<file path="config.mk">
export PLATFORM = sky130hd
export DESIGN_NAME = controller_interface
export DESIGN_NICKNAME = d
export VERILOG_FILES = /design/src/rtl/controller_interface.sv
export SDC_FILE = /design/constraint.sdc
export NUM_CORES = 1
export LEC_CHECK = 0
export CAP_MARGIN = 15
export CORE_MARGIN = 2
export CORE_UTILIZATION = 53
export CTS_CLUSTER_DIAMETER = 50
export CTS_CLUSTER_SIZE = 25
export DETAILED_ROUTE_END_ITERATION = 8
export GPL_TIMING_DRIVEN = 0
export PLACE_DENSITY = 0.75
export SETUP_SLACK_MARGIN = 0.02
export SLEW_MARGIN = 0
export SYNTH_ARGS = -nofsm -noshare
export SYNTH_HDL_FRONTEND = slang
export SYNTH_SLANG_ARGS = --single-unit
</file>
<file path="constraint.sdc">
create_clock -name clk -period 3.6 [get_ports clk]
set_clock_uncertainty 0.2 [all_clocks]
set_input_delay 0.72 -clock clk [delete_from_list [all_inputs] [get_ports clk]]
set_output_delay 0.72 -clock clk [all_outputs]
set_load 0.05 [all_outputs]
</file>
<file path="src/rtl/controller_interface.sv">
// Polls two 8-button serial pads and publishes their states as CPU-readable bytes at 0x7002/0x7003.
// Define CONTROLLER_INTERFACE_DEBOUNCE_EN to require two agreeing polls before a visible bit changes.
module controller_interface #(
  parameter int CLK_DIV = 12
) (
  input  logic       clk,
  input  logic       rst,
  input  logic       poll_start,
  input  logic       SELECT_controller,
  input  logic       address,
  input  logic       read,
  output logic [7:0] data_out,
  output logic       data_out_en,
  output logic       ctrl_latch,
  output logic       ctrl_clk,
  input  logic [1:0] ctrl_data,
  output logic       busy
);

  typedef enum logic [2:0] {
    ST_IDLE   = 3'd0,
    ST_LATCH  = 3'd1,
    ST_LOW    = 3'd2,
    ST_HIGH   = 3'd3,
    ST_COMMIT = 3'd4
  } state_t;

  // The latch phase spans 2D cycles, so the divider is wide enough for 2*255-1.
  localparam logic [8:0] LAST_PHASE = 9'(CLK_DIV - 1);
  localparam logic [8:0] LAST_LATCH = 9'(2 * CLK_DIV - 1);

  state_t     state_q, state_d;
  logic [8:0] div_q, div_d;
  logic [2:0] bitn_q, bitn_d;
  logic [7:0] shift0_q, shift1_q;
  logic [7:0] vis0_q, vis1_q;
  logic       ctrl_latch_q, ctrl_clk_q, busy_q;
  logic       sample_s, commit_s;

`ifdef CONTROLLER_INTERFACE_DEBOUNCE_EN
  logic [7:0] prev0_q, prev1_q;

  function automatic logic [7:0] debounce_merge(input logic [7:0] vis,
                                                input logic [7:0] prev,
                                                input logic [7:0] smp);
    logic [7:0] agree;
    agree = ~(smp ^ prev);
    return (vis & ~agree) | (smp & agree);
  endfunction
`endif

  // Next-state logic for the poll sequencer, divider and bit counter.
  always_comb begin
    state_d  = state_q;
    div_d    = div_q + 9'd1;
    bitn_d   = bitn_q;
    sample_s = 1'b0;
    commit_s = 1'b0;
    case (state_q)
      ST_IDLE: begin
        div_d = 9'd0;
        if (poll_start) begin
          state_d = ST_LATCH;
          bitn_d  = 3'd0;
        end else begin
          state_d = ST_IDLE;
        end
      end
      ST_LATCH: begin
        if (div_q == LAST_LATCH) begin
          state_d = ST_LOW;
          div_d   = 9'd0;
        end else begin
          state_d = ST_LATCH;
        end
      end
      ST_LOW: begin
        if (div_q == LAST_PHASE) begin
          sample_s = 1'b1;
          div_d    = 9'd0;
          if (bitn_q == 3'd7) begin
            state_d = ST_COMMIT;
          end else begin
            state_d = ST_HIGH;
          end
        end else begin
          state_d = ST_LOW;
        end
      end
      ST_HIGH: begin
        if (div_q == LAST_PHASE) begin
          state_d = ST_LOW;
          div_d   = 9'd0;
          bitn_d  = bitn_q + 3'd1;
        end else begin
          state_d = ST_HIGH;
        end
      end
      ST_COMMIT: begin
        state_d  = ST_IDLE;
        div_d    = 9'd0;
        commit_s = 1'b1;
      end
      default: begin
        state_d = ST_IDLE;
        div_d   = 9'd0;
        bitn_d  = 3'd0;
      end
    endcase
  end

  // Sequencer state and pad-facing outputs, registered from the next state.
  always_ff @(posedge clk) begin
    if (rst) begin
      state_q      <= ST_IDLE;
      div_q        <= 9'd0;
      bitn_q       <= 3'd0;
      ctrl_latch_q <= 1'b0;
      ctrl_clk_q   <= 1'b0;
      busy_q       <= 1'b0;
    end else begin
      state_q      <= state_d;
      div_q        <= div_d;
      bitn_q       <= bitn_d;
      ctrl_latch_q <= (state_d == ST_LATCH);
      ctrl_clk_q   <= (state_d == ST_HIGH);
      busy_q       <= (state_d != ST_IDLE);
    end
  end

  // Deserialise both pads; pads are active-low, stored as 1 = pressed, first bit ends up in bit 7.
  always_ff @(posedge clk) begin
    if (rst) begin
      shift0_q <= 8'h00;
      shift1_q <= 8'h00;
    end else if (sample_s) begin
      shift0_q <= {shift0_q[6:0], ~ctrl_data[0]};
      shift1_q <= {shift1_q[6:0], ~ctrl_data[1]};
    end else begin
      shift0_q <= shift0_q;
      shift1_q <= shift1_q;
    end
  end

`ifdef CONTROLLER_INTERFACE_DEBOUNCE_EN
  // Visible bytes change only where two consecutive polls agree.
  always_ff @(posedge clk) begin
    if (rst) begin
      vis0_q  <= 8'h00;
      vis1_q  <= 8'h00;
      prev0_q <= 8'h00;
      prev1_q <= 8'h00;
    end else if (commit_s) begin
      vis0_q  <= debounce_merge(vis0_q, prev0_q, shift0_q);
      vis1_q  <= debounce_merge(vis1_q, prev1_q, shift1_q);
      prev0_q <= shift0_q;
      prev1_q <= shift1_q;
    end else begin
      vis0_q  <= vis0_q;
      vis1_q  <= vis1_q;
      prev0_q <= prev0_q;
      prev1_q <= prev1_q;
    end
  end
`else
  // Both visible bytes load together so the CPU never sees a half-shifted pad.
  always_ff @(posedge clk) begin
    if (rst) begin
      vis0_q <= 8'h00;
      vis1_q <= 8'h00;
    end else if (commit_s) begin
      vis0_q <= shift0_q;
      vis1_q <= shift1_q;
    end else begin
      vis0_q <= vis0_q;
      vis1_q <= vis1_q;
    end
  end
`endif

  // Zero-wait-state CPU read mux.
  always_comb begin
    data_out_en = SELECT_controller & read;
    data_out    = 8'h00;
    if (data_out_en) begin
      data_out = address ? vis1_q : vis0_q;
    end else begin
      data_out = 8'h00;
    end
  end

  assign ctrl_latch = ctrl_latch_q;
  assign ctrl_clk   = ctrl_clk_q;
  assign busy       = busy_q;

endmodule
</file>
After elaboration in Yosys (flattened, before gate mapping)

Cells that the tools add are included.

Register bits after elaboration: 50
Output and inout port bits: 12

Add/subtract/negate cells: 2
Equal/unequal tests: 11
Mux-type cells: 17
Bitwise gates (word level): 4
Reductions and logical operators: 5

Operators with widths:

| cell                                           | number |
|---|---|
| two-way mux 9 bit                              | 2 |
| case mux 9 bit (2 select lines)                | 1 |
| two-way mux 8 bit                              | 2 |
| two-way mux 3 bit                              | 4 |
| case mux 3 bit (4 select lines)                | 1 |
| adder 9 x 1 -> 9 bit (second input constant)   | 1 |
| == test 3 x 2 -> 1 bit (second input constant) | 3 |
| == test 9 x 4 -> 1 bit (second input constant) | 1 |
| == test 9 x 5 -> 1 bit (second input constant) | 1 |
| case mux 3 bit (3 select lines)                | 1 |
| == test 3 x 1 -> 1 bit (second input constant) | 2 |
| == test 3 bit (second input constant)          | 2 |
| two-way mux 1 bit                              | 5 |
| inequality test 2 bit (second input constant)  | 2 |
| adder 3 x 1 -> 3 bit (second input constant)   | 1 |
| zero test 3 bit                                | 1 |
| NOT 1 bit                                      | 3 |
| AND reduction 3 bit                            | 1 |
| nonzero test 3 bit                             | 1 |
| OR reduction 3 bit                             | 1 |
| two-way mux 2 bit                              | 1 |
| OR reduction 2 bit                             | 1 |
| AND 1 bit                                      | 1 |

Logic depth before layout (Yosys ltp)

Gate-level depths: netlist (run 1).

Depth in word-level cells: 5
Mapped depth: 7
Gate-level depth less buffers: 5

Worst setup path before layout (run 1)

No wires, ideal clock.

Kind: input to output
Start: input address
End: output data_out[0]
Arrival: 1.867 ns
Required time: 2.680 ns
Setup slack: 0.813 ns
Cell stages on the path: 3
Path buffers: 1
Cells stage by stage: clkbuf_1 mux2i_1 nor2_1

Word-level cells in the longest chain between the ends: 2

Ends and longest elaborated chain:

| what               | RTL line | RTL |
|---|---|---|
| start: declaration | 10       | `input logic address,` |
| two-way mux 8 bit  | 186      | `data_out = address ? vis1_q : vis0_q;` |
| two-way mux 8 bit  | 185      | `if (data_out_en) begin` |
| end: declaration   | 12       | `output logic [7:0] data_out,` |

Every way passes these cells.

Worst setup path in the final report (run 1)

Start: input SELECT_controller
End: output data_out[0]

Word-level cells in the longest chain between the ends: 2

Ends and longest elaborated chain:

| what               | RTL line | RTL |
|---|---|---|
| start: declaration | 9        | `input logic SELECT_controller,` |
| AND 1 bit          | 183      | `data_out_en = SELECT_controller & read;` |
| two-way mux 8 bit  | 185      |  |

Every way passes these cells.

==> results.sh, run 1 <==
export IMPL_finalNetCount=274
export IMPL_ios=20
export IMPL_post_route_min_period_ns=3.30
export IMPL_status="completed"
export IMPL_power_total_w=0.000925
export IMPL_path_class="input pin to primary output"
export IMPL_io_buffers=17
export IMPL_cts_setup_buffers=0
export IMPL_dr_total_vias=1679
export IMPL_power_leakage_nw=0.961
export IMPL_synthMostInstantiatedCell="dfxtp_1"
export IMPL_synth_nets=250
export IMPL_synthDistinctLibCells=37
export IMPL_synth_area_per_cell_um2=8.77
export IMPL_root_buffer="clkbuf_8"
export IMPL_hpwl_mm=2.88
export IMPL_async_reset_ff_share_pct=0
export IMPL_relSlewSlack_pct=59.5
export IMPL_drive_above_1_share_pct=6.06
export IMPL_vias_per_cell=5.38
export IMPL_clock_insertion_delay_worst_skew_ns=0.29
export IMPL_synth_warnings=0
export IMPL_synth_area_top_cells="dfxtp_1, mux2i_1, nand2_1"
export IMPL_crit_family="buffers and inverters"
export IMPL_setup_violations=0
export IMPL_grt_pass1_vias=1456
export IMPL_drtAntennaViolNets=0
export IMPL_synth_edff_count=0
export IMPL_crit_chain="clkdlybuf4s50_1 -> nand2_1 -> nor2_1 -> clkdlybuf4s50_1"
export IMPL_timing_hold_violations_final=0
export IMPL_dr_pass1_iters=5
export IMPL_fin_ws_ns=0.303
export IMPL_vdd_drop_max_v=0.000288
export IMPL_clk_pin_slew_worst_paths_ns=0.08
export IMPL_synth_largest_area_cell="dfxtp_1"
export IMPL_p_per_area_nw_per_um2=382
export IMPL_drv_slew=0
export IMPL_synth_seq_cells=50
export IMPL_cts_tree="built"
export IMPL_area_delta_synth_final_pct=15.3
export IMPL_post_cts_resize_count=0
export IMPL_drv_cap=0
export IMPL_die_h_um=66.9
export IMPL_setup_tns_ns=0
export IMPL_cp_slowest_cell="clkdlybuf4s50_1"
export IMPL_worst_endpoint_arrival_ns=2.38
export IMPL_grt_pass1_wl_mm=6.58
export IMPL_fp_dieW_um=66.9
export IMPL_cp_required_ns=2.68
export IMPL_synth_top_area_share_pct=47.7
export IMPL_crit_path_end_kind="primary output"
export IMPL_wl_per_cell_um=12.6
export IMPL_place_ws_ns=0.306
export IMPL_tightest_slew_ns=0.603
export IMPL_yosysSeqAreaShare_pct=47.7
export IMPL_ys_flop_type="dfxtp_1"
export IMPL_crit_top_cell="clkdlybuf4s50_1"
export IMPL_die_area_um2=4480
export IMPL_cts_buffers=5
export IMPL_clockBufferDepth=2
export IMPL_start_kind="input pin"
export IMPL_gp_congestion=0.826
export IMPL_postCtsHoldBufs=0
export IMPL_critPathMaxStageDelay_ns=0.81
export IMPL_initial_utilization_pct=56.0
export IMPL_rows=22
export IMPL_num_antenna_cells=0
export IMPL_grt_max_degree=15
export IMPL_min_path_type="register to register"
export IMPL_track_usage_pct=19.5
export IMPL_drtIter0Drc=139
export IMPL_rsz0062_at_grt="no"
export IMPL_period_share_pct=91.6
export IMPL_syn_inst=239
export IMPL_path_max_fanout=9
export IMPL_cts_sinks=50
export IMPL_timing_fmax_mhz=303
export IMPL_drc=0
export IMPL_cts_htree_levels=2
export IMPL_crit_buf_inv=2
export IMPL_synth_commonest_cells="dfxtp_1, nand2_1, nor2_1"
export IMPL_core_um2=3740
export IMPL_grt_overflow_total=0
export IMPL_syn_cell_area_um2=2100
export IMPL_antenna_found_initial=0
export IMPL_routed_wl_mm=3.94
==> worst min-delay path, stage by stage (launching register included) <==
cell and delay [ns]:
dfxtp_1 0.31, nand2_1 0.05, a21oi_1 0.05
==> kinds of logic after synthesis <==
kind of cell,synth area share [%]
and+or+nand+nor,24.2
xor gates and xnor gates,2.92
AOI/OAI and AO/OA,9.49
buffers and inverters,3.40
DFF,47.7
adders and majority gates,1.79
muxes,10.5
==> flip-flops by register name, indices dropped and copies added, names as in the netlist <==
name        count
bitn_q          3
busy            1
ctrl_clk        1
ctrl_latch      1
div_q           9
shift0_q        8
shift1_q        8
state_q         3
vis0_q          8
vis1_q          8
==> where the power goes <==
group	total [W]	switching, W	internal [W]	leakage [nW]
registers	0.000558	0.00000226	0.000556	0.404
logic	0.0000452	0.0000301	0.0000151	0.509
clock network	0.000322	0.000167	0.000155	0.0482
==> metal layers <==
layer  track usage [%]  vias up  part of all wire [%]
li1                  -      855                     -
met1              28.8      764                    50
met2              27.1       51                    43
met3              4.39        9                   5.1
met4              7.65        0                   1.8
met5                 0        -                     0
==> worst paths after layout <==
check	slack, ns	endpoint	cells past startpoint	start
worst max-delay path	0.30	data_out[0]	4	SELECT_controller
worst min-delay path	0.25	vis1_q[7]$_SDFFE_PP0N_	2	shift1_q[7]$_SDFFE_PP0P_
worst max register to register	1.43	div_q[7]$_SDFF_PP0_	5	div_q[0]$_SDFF_PP0_
worst min register to register	0.25	vis1_q[7]$_SDFFE_PP0N_	2	shift1_q[7]$_SDFFE_PP0P_
==> cell type report <==
class | count | area (um2)
Sequential cell | 50 | 1000
Inverter | 4 | 15.0
Tap cell | 48 | 60.1
Buffer | 13 | 56.3
Clock inverter | 1 | 5.00
Clock buffer | 7 | 86.3
Fill cell | 346 | 1330
Multi-Input combinational cell | 172 | 1020
Timing Repair Buffer | 17 | 170
==> stage by stage <==
step / instances / instance area, um2 / hold WS [ns] / utilization [%]
after CTS: 312 / 2420 / 0.253 / 64.6
final: 312 / 2420 / 0.253 / 64.6
after global placement: 304 / 2330 / 0.238 / 62.2
after detailed placement: 304 / 2330 / 0.242 / 62.2
after floorplan: 239 / 2100 / 0.226 / -
after global routing: 312 / 2420 / 0.272 / 64.6
==> layout by cell type (no fill, tap or decap), types with 3 or more instances in the layout <==
| master | synthesis | layout |
|---|---|---|
| clkdlybuf4s50_1 | 0 | 17 |
| nand4_1 | 4 | 4 |
| a31oi_1 | 3 | 3 |
| mux2i_1 | 22 | 22 |
| buf_2 | 3 | 3 |
| ha_1 | 3 | 3 |
| nand2_1 | 40 | 40 |
| nand3_1 | 8 | 8 |
| a21oi_1 | 21 | 21 |
| nor2_1 | 37 | 37 |
| xor2_1 | 6 | 6 |
| inv_1 | 4 | 4 |
| dfxtp_1 | 50 | 50 |
| clkbuf_1 | 8 | 9 |
| clkbuf_8 | 0 | 6 |
No activity file was read; power rests on OpenSTA's default activity.
==> run 2, diff against run 1 <==
--- a/constraint.sdc
+++ b/constraint.sdc
@@ -4,2 +4,2 @@
 set_output_delay 0.72 -clock clk [all_outputs]
-set_load 0.05 [all_outputs]
+set_load 0.02 [all_outputs]
==> results of run 2 <==
The final DEF is identical to that of run 1. Status: completed.
Among the figures that moved: setup slack after placement 0.306 ns -> 0.505 ns; setup slack after layout 0.303 ns -> 0.502 ns; total power 0.000925 W -> 0.000920 W; worst IR drop on VDD 0.000288 V -> 0.000287 V
==> run 3, diff against run 2 <==
- SKIP_CTS_REPAIR_TIMING: default -> 1
==> results of run 3 <==
The final DEF is identical to that of run 1. Status: completed.
Among the figures that moved: setup slack after placement 0.306 ns -> 0.505 ns; setup slack after layout 0.303 ns -> 0.502 ns; total power 0.000925 W -> 0.000920 W; worst IR drop on VDD 0.000288 V -> 0.000287 V
